--- src/rtl/load_store_unit.sv ---
// load_store_unit: sequences one RISC-V load/store at a time against a
// word-wide data memory. Loads are lane-extracted and sign/zero-extended;
// SB/SH are done as read-modify-write because the memory only writes
// whole words. Responses are a single-cycle pulse with no back-pressure.
module load_store_unit #(
    parameter bit CHECK_ALIGN = 1'b1
) (
    input  logic        clk,
    input  logic        reset,
    input  logic        req_valid,
    output logic        req_ready,
    input  logic        req_write,
    input  logic [2:0]  req_funct3,
    input  logic [31:0] req_addr,
    input  logic [31:0] req_wdata,
    output logic        resp_valid,
    output logic        resp_err,
    output logic [31:0] resp_rdata,
    output logic [31:0] mem_addr,
    output logic [31:0] mem_din,
    output logic        mem_read,
    output logic        mem_write,
    input  logic [31:0] mem_dout
);

    typedef enum logic [2:0] {
        IDLE  = 3'd0,
        LOAD  = 3'd1,
        ST_RD = 3'd2,
        ST_WR = 3'd3,
        RESP  = 3'd4
    } state_t;

    state_t      state_r;
    state_t      state_s;
    logic [31:0] addr_r;
    logic [2:0]  funct3_r;
    logic        write_r;
    logic [31:0] wdata_r;
    logic [31:0] merge_r;
    logic [31:0] rdata_r;
    logic        err_r;
    logic        accept_s;
    logic        req_err_s;

    // Illegal size code for the direction, or (when checking) a misaligned H/W.
    function automatic logic req_error(input logic w, input logic [2:0] f3,
                                       input logic [1:0] a);
        logic bad;
        bad = 1'b0;
        if (w) begin
            case (f3)
                3'b000, 3'b001, 3'b010: bad = 1'b0;
                default:                bad = 1'b1;
            endcase
        end else begin
            case (f3)
                3'b011, 3'b110, 3'b111: bad = 1'b1;
                default:                bad = 1'b0;
            endcase
        end
        if (CHECK_ALIGN) begin
            if ((f3[1:0] == 2'b01) && a[0]) begin
                bad = 1'b1;
            end else if ((f3 == 3'b010) && (a != 2'b00)) begin
                bad = 1'b1;
            end else begin
                bad = bad;
            end
        end else begin
            bad = bad;
        end
        return bad;
    endfunction

    // Pick the addressed lane out of a word and extend it to 32 bits.
    function automatic logic [31:0] load_extract(input logic [31:0] word,
                                                 input logic [2:0] f3,
                                                 input logic [1:0] a);
        logic [31:0] shifted;
        logic [7:0]  b;
        logic [15:0] h;
        logic [31:0] res;
        shifted = word >> {a, 3'b000};
        b       = shifted[7:0];
        h       = a[1] ? word[31:16] : word[15:0];
        case (f3)
            3'b000:  res = {{24{b[7]}}, b};
            3'b001:  res = {{16{h[15]}}, h};
            3'b100:  res = {24'h000000, b};
            3'b101:  res = {16'h0000, h};
            default: res = word;
        endcase
        return res;
    endfunction

    // Replace only the target byte/half lane of an existing word.
    function automatic logic [31:0] store_merge(input logic [31:0] word,
                                                input logic [31:0] wd,
                                                input logic [2:0] f3,
                                                input logic [1:0] a);
        logic [31:0] res;
        res = word;
        if (f3[1:0] == 2'b00) begin
            case (a)
                2'd0:    res[7:0]   = wd[7:0];
                2'd1:    res[15:8]  = wd[7:0];
                2'd2:    res[23:16] = wd[7:0];
                2'd3:    res[31:24] = wd[7:0];
                default: res        = word;
            endcase
        end else begin
            if (a[1]) begin
                res[31:16] = wd[15:0];
            end else begin
                res[15:0] = wd[15:0];
            end
        end
        return res;
    endfunction

    assign accept_s  = req_valid && (state_r == IDLE);
    assign req_err_s = req_error(req_write, req_funct3, req_addr[1:0]);

    // Next-state selection for the access sequencer.
    always_comb begin
        state_s = state_r;
        case (state_r)
            IDLE: begin
                if (req_valid) begin
                    if (req_err_s) begin
                        state_s = RESP;
                    end else if (!req_write) begin
                        state_s = LOAD;
                    end else if (req_funct3 == 3'b010) begin
                        state_s = ST_WR;
                    end else begin
                        state_s = ST_RD;
                    end
                end else begin
                    state_s = IDLE;
                end
            end
            LOAD:    state_s = RESP;
            ST_RD:   state_s = ST_WR;
            ST_WR:   state_s = RESP;
            RESP:    state_s = IDLE;
            default: state_s = IDLE;
        endcase
    end

    // State register plus request latches and captured read data.
    always_ff @(posedge clk or posedge reset) begin
        if (reset) begin
            state_r  <= IDLE;
            addr_r   <= 32'h0000_0000;
            funct3_r <= 3'b000;
            write_r  <= 1'b0;
            wdata_r  <= 32'h0000_0000;
            merge_r  <= 32'h0000_0000;
            rdata_r  <= 32'h0000_0000;
            err_r    <= 1'b0;
        end else begin
            state_r <= state_s;
            if (accept_s) begin
                addr_r   <= req_addr;
                funct3_r <= req_funct3;
                write_r  <= req_write;
                wdata_r  <= req_wdata;
                err_r    <= req_err_s;
                rdata_r  <= 32'h0000_0000;
            end else if (state_r == LOAD) begin
                rdata_r <= load_extract(mem_dout, funct3_r, addr_r[1:0]);
            end else if (state_r == ST_RD) begin
                merge_r <= mem_dout;
            end else begin
                rdata_r <= rdata_r;
            end
        end
    end

    // Outputs decoded purely from registered state, so reset clears them at once.
    always_comb begin
        req_ready  = 1'b0;
        resp_valid = 1'b0;
        resp_err   = 1'b0;
        resp_rdata = 32'h0000_0000;
        mem_read   = 1'b0;
        mem_write  = 1'b0;
        mem_din    = 32'h0000_0000;
        mem_addr   = {addr_r[31:2], 2'b00};
        case (state_r)
            IDLE:  req_ready = 1'b1;
            LOAD:  mem_read  = 1'b1;
            ST_RD: mem_read  = 1'b1;
            ST_WR: begin
                mem_write = 1'b1;
                if (funct3_r == 3'b010) begin
                    mem_din = wdata_r;
                end else begin
                    mem_din = store_merge(merge_r, wdata_r, funct3_r, addr_r[1:0]);
                end
            end
            RESP: begin
                resp_valid = 1'b1;
                resp_err   = err_r;
                resp_rdata = rdata_r;
            end
            default: req_ready = 1'b0;
        endcase
    end

    // write_r is kept for debug visibility of the accepted request.
    logic unused_s;
    assign unused_s = write_r;

endmodule

--- config.mk ---
export PLATFORM = sky130hd
export DESIGN_NAME = load_store_unit
export DESIGN_NICKNAME = d
export VERILOG_FILES = /design/src/rtl/load_store_unit.sv
export SDC_FILE = /design/constraint.sdc
export NUM_CORES = 1
export LEC_CHECK = 0
export ABC_AREA = 1
export ABC_CLOCK_PERIOD_IN_PS = 5500
export BUFFER_PORTS_ARGS = -buffer_cell sky130_fd_sc_hd__buf_2
export CELL_PAD_IN_SITES_DETAIL_PLACEMENT = 1
export CELL_PAD_IN_SITES_GLOBAL_PLACEMENT = 1
export CORE_MARGIN = 5
export CORE_UTILIZATION = 37
export CTS_CLUSTER_SIZE = 20
export DETAILED_ROUTE_END_ITERATION = 6
export PLACE_DENSITY = 0.88
export RECOVER_POWER = 100
export SYNTH_ARGS = -nofsm -noshare
export SYNTH_HDL_FRONTEND = slang
export SYNTH_SLANG_ARGS = --single-unit
--- constraint.sdc ---
create_clock -name clk -period 5.5 [get_ports clk]
set_input_delay 1.1 -clock clk [delete_from_list [all_inputs] [get_ports clk]]
set_output_delay 1.1 -clock clk [all_outputs]
set_load 0.02 [all_outputs]
### Word-level counts from Yosys, hierarchy flattened

Index checks and enable logic that the tools add are counted.
W data, S select, Z words.

* bits of input ports: 103
* register bits after elaboration: 135
* output and inout port bits: 101
* logic and storage cells: 71

* shifts and indexed selects: 1
* multiplexer cells: 29
* reductions and logical operators: 15
* equal/unequal tests: 17
* bitwise logic cells: 2

Operator list (count)
* $mux W32: 6
* $pmux W32 S4: 1
* $mux W16: 3
* $mux W8: 4
* $shr A32 B5 Y8: 1
* $eq A3 B2 Y1 const B: 5
* $eq A3 B3 Y1 const B: 5
* $mux W1: 11
* $eq A3 B1 Y1 const B: 3
* $logic_not A3 Y1: 3
* $pmux W3 S3: 1
* $mux W3: 2
* $reduce_or A3 Y1: 2
* $eq A2 B1 Y1 const B: 2
* $eq A2 B2 Y1 const B: 2
* $logic_not A2 Y1: 2
* $reduce_bool A2 Y1: 2
* $reduce_or A2 Y1: 2
* $logic_and A1 B1 Y1: 3
* $reduce_and A3 Y1: 1
* $mux W2: 1
* $not A1 Y1: 2

### Logic depth before layout (Yosys ltp)

* depth after elaboration: 9
* depth in mapped cells: 11
* depth with buffers taken out: 9

### Worst setup path before layout

No wires, ideal clock.

* path kind: reg-to-output
* start point: register state_r[0]
* end point: output port resp_rdata[10]
* setup slack: 2.707 ns
* data arrival time: 1.693 ns
* path buffers: 1
* data required time: 4.400 ns
* stages on the path, launching flop included: 5
* cell sequence: dfrtp_1 nor3_1 inv_1 clkbuf_1 nor2_1

* word-level cells in the longest chain between the ends: 2

RTL lines
* start: declaration: line 34 `state_t state_r;`
* start signal: assignment: line 164 `state_r <= state_s;`
* $eq A3 B3 Y1: line 192 `case (state_r)`
* $mux W32: line 192
* end: declaration: line 18 `output logic [31:0] resp_rdata,`

Every way passes these cells.

### Worst setup path in the final report

* start point: register state_r[0]
* end point: output port mem_din[26]

* word-level cells in the longest chain between the ends: 2

RTL lines
* $eq A3 B2 Y1: line 192
* $mux W32: line 192
* end: declaration: line 20 `output logic [31:0] mem_din,`

Every way passes these cells.

==> results.env <==
PORT-BUFFER-COUNT=201
POSTSYNTH.ASYNCRESETSHARE_PCT=100
MAX_CAP_VIOL_COUNT=6
SYNTHESIS.INSTANCES=1054
HPWLAFTERDP_MM=18.2
FAILING_CHECKS='capacitance limit, slew limit'
TRITONCTS='yes'
GRT_USAGE_PCT=22.2
TIMING_WORST_SETUP_PATH_TYPE='reg -> out'
SETUP_TNS_NS=0
FINAL.PERIOD_UTILIZATION_PCT=81.4
CP_MAX_FO=33
DOMINANTREGCELLSYNTH='sky130_fd_sc_hd__dfrtp_1'
PATH_CLK_SLEW_NS=0.06
SEQ_TOTAL_AREA_YOSYS_PCT=45.8
DETAIL_ROUTE.ITER0.VIOLATIONS=481
SYNTH_EDF_COUNT=0
INITIAL_STANDARD_CELL_UTILIZATION_OF_THE_CORE_PCT=37.8
VIAS_IN_THE_FIRST_GLOBAL_ROUTE=7596
FINALHOLDVIOLCOUNT=0
SYNTH.CELL_AREA_UM2=7380
SYNTH.LIB_CELLS_USED.DISTINCT=26
FINALWORSTSETUPSLACK_NS=1.02
FINALMAXSLEWVIOLATIONS=349
POWER.DENSITY_nW_PER_UM2=606
MAX-SLEW-MARGIN-REL_PCT=-112
POST_LAYOUT_NONFILLER_INSTANCES=1479
PRE_CTS_WS_NS=2.27
RSZ0062_AT_GRT='no'
TIGHTESTPINTRANSITION_NS=3.17
DIE_BOUNDARY_WIDTH_UM=151
GP_CONGESTION=0.847
CRITICAL-PATH-SLOWEST-CELL='sky130_fd_sc_hd__nor3_2'
POWER_LEAKAGE_nW=4.64
STD_CELL_ROWS=51
ANTENNA_FOUND_INITIAL=3
CRITPATHARRIVALTIME_NS=3.38
SKEW_NS=0.00794
CP_CELL_INSTANCES='inv_1, nor3_2, o21ai_0, a21oi_1, buf_2'
DIE_H_UM=151
CORE_AREA_UM2=19500
NUMBER_OF_ANTENNA_VIOLATING_NETS_IN_THE_ROUTED_DESIGN=0
MIN_PERIOD_NS=4.48
HOLDBUFCOUNTCTS=0
SETUP.WORST_PATH.END_CLASS='primary output'
YS_WARN_COUNT=0
FINAL_LAYOUT_SIZE_SUFFIX_GT1_SHARE_PCT=13.2
CPPEAKSTAGEDELAY_NS=1.49
STARTPOINT_TYPE='register'
SETUP_VIOL=0
CTS-RESIZED-GATES=0
WIRE_LENGTH_OF_THE_FIRST_GLOBAL_ROUTING_PASS_MM=39.6
DETAIL_ROUTE.DRC_VIOLATIONS=0
NUMBER_OF_SYNTHESIZED_REGISTER_BITS=135
IR_DROP_uV=400
DPL.CELL_COUNT=1445
CTS_POST_SETUP_BUFFERS_INSERTED=0
TOTAL_POWER_mW=5.27
GRT_START_MAX_NET_PINS=87
CTS_SINKS=135
FINAL.FILL_COUNT=2621
RUN_STATUS='complete, but fails checks'
ACHIEVABLE-FREQUENCY_MHz=223
VIA_COUNT=7261
GRT_OVERFLOW_TOTAL=0
CTS_INSERTED_BUFFERS=17
DRT_WL_TOTAL_MM=25.0
ROOT_BUFFER='sky130_fd_sc_hd__clkbuf_16'
FINAL_LAYOUT_NET_COUNT=1302
CLKLATENCYLATEPIN_NS=0.42
FLOORPLAN_DIE_AREA_UM2=22900
SYNTH_AREA_LEADER_CELL='sky130_fd_sc_hd__dfrtp_1'
SYNTH.TOP_CELL.AREA_SHARE_PCT=45.8
DRT-PASS1-ITER-COUNT=5
ROUTE.DETAILED.VIAS_PER_INST=4.91
CRITICAL-PATH-TOP-DELAY-FAMILY='simple AND/OR/NAND/NOR gates'
CTSLONGESTPATHBUFFERS=2
AVGSYNTHCELLAREA_UM2=7.00
LAYOUT-AREA-OVERHEAD-VS-SYNTH_PCT=17.8
BUF_INV_STAGES_CRIT_PATH=2
HTREEDEPTH=4
IO-PIN-COUNT=204
TOP_POST_SYNTHESIS_CELLS_BY_AREA='sky130_fd_sc_hd__dfrtp_1 (46%), sky130_fd_sc_hd__nand2_1 (23%), sky130_fd_sc_hd__o21ai_0 (6.5%)'
WIRE_PER_INST_UM=16.9
WORSTHOLDPATHTYPE='reg -> reg'
REQUIRED_TIME_OF_THE_CRITICAL_PATH_NS=4.40
==> metal layers <==
metal	wire [um]	vias to the layer above	global-route usage, %
met4	592	2	8.34
met3	1590	41	5.12
li1	-	3471	-
met1	10600	3504	28.3
met5	12	-	0
met2	12200	243	36.8
==> metrics by stage <==
step | cell area [um2] | util, % | hold WS [ns]
3_3_place_gp | 8250 | 42.3 | 0.458
5_1_grt | 8690 | 44.5 | 0.496
6_report | 8690 | 44.5 | 0.476
4_1_cts | 8830 | 45.2 | 0.477
3_5_place_dp | 8250 | 42.3 | 0.461
2_1_floorplan | 7380 | - | 0.442
==> synthesized netlist by cell type, types with 4 or more instances <==
cell                       instances
sky130_fd_sc_hd__nor2_1           60
sky130_fd_sc_hd__a21oi_1          53
sky130_fd_sc_hd__nand4_1           4
sky130_fd_sc_hd__clkbuf_1         21
sky130_fd_sc_hd__nand3_1           9
sky130_fd_sc_hd__inv_2             6
sky130_fd_sc_hd__o21ai_0          96
sky130_fd_sc_hd__buf_2            17
sky130_fd_sc_hd__o21ai_1           9
sky130_fd_sc_hd__dfrtp_1         135
sky130_fd_sc_hd__buf_4            38
sky130_fd_sc_hd__inv_1           117
sky130_fd_sc_hd__nand2_1         457
sky130_fd_sc_hd__o211ai_1          9
sky130_fd_sc_hd__buf_6             7
==> path summary, 6_finish.rpt <==
kind | startpoint | endpoint | slack, ns | cells past startpoint
setup / recovery | state_r[0] | mem_din[26] | 1.02 | 5
hold reg to reg | wdata_r[20] | wdata_r[20] | 0.48 | 2
setup reg to reg | state_r[2] | rdata_r[26] | 1.48 | 8
max in group asynchronous | reset | wdata_r[27] | 1.99 | 3
min in group asynchronous | reset | addr_r[11] | 1.59 | 2
hold / removal | wdata_r[20] | wdata_r[20] | 0.48 | 2
==> area by class of cell <==
cell class	count	area (um2)	share of cell area (%)
clock buffer	20	457	5.25
timing repair buffer	208	930	10.7
antenna	2	5.00	0.0576
sequential	135	3380	38.9
tap	265	332	3.81
inverter	124	469	5.40
clock inverter	12	126	1.45
multi-input combinational	713	3000	34.5
==> kinds of logic (layout without fill, tap and decap cells) <==
| family | count (synthesis) | count (layout) | share of synthesized area [%] |
|---|---|---|---|
| other cells | 1 | 4 | 0.0508 |
| simple gates | 543 | 543 | 28.9 |
| buf+inv | 207 | 364 | 13.5 |
| flops | 135 | 135 | 45.8 |
| compound gates | 168 | 168 | 11.8 |
==> worst min-delay path, cell delays in order (launching register included) <==
cell and delay [ns]:
sky130_fd_sc_hd__dfrtp_1 0.34, sky130_fd_sc_hd__nand2_1 0.06, sky130_fd_sc_hd__nand2_1 0.05
==> sequential cells by signal, indices dropped and copies added, names as in the netlist <==
name	cells
addr_r	32
merge_r	32
rdata_r	32
wdata_r	32
funct3_r	3
state_r	3
err_r	1
==> where the power goes <==
| part | internal, mW | total (mW) | switching [mW] |
|---|---|---|---|
| Clock | 0.690 | 1.14 | 0.447 |
| Sequential | 1.44 | 1.73 | 0.293 |
| Combinational | 0.660 | 2.40 | 1.74 |
| Total | 2.79 | 5.27 | 2.48 |
==> layout by cell type (no fill, tap or decap), types with 3 or more instances in the layout <==
cell type	Yosys	layout
sky130_fd_sc_hd__clkbuf_16	0	17
sky130_fd_sc_hd__buf_4	38	4
sky130_fd_sc_hd__nor2_1	60	61
sky130_fd_sc_hd__clkbuf_1	21	98
sky130_fd_sc_hd__inv_2	6	5
sky130_fd_sc_hd__dfrtp_1	135	135
sky130_fd_sc_hd__nand3_1	9	9
sky130_fd_sc_hd__o21ai_0	96	104
sky130_fd_sc_hd__inv_1	117	117
sky130_fd_sc_hd__a21oi_1	53	53
sky130_fd_sc_hd__o211ai_1	9	9
sky130_fd_sc_hd__nand2_1	457	458
sky130_fd_sc_hd__clkinv_2	0	5
sky130_fd_sc_hd__buf_2	17	105
sky130_fd_sc_hd__nand4_1	4	4
sky130_fd_sc_hd__nand2_4	3	3
(Power assumes the default switching activity.)
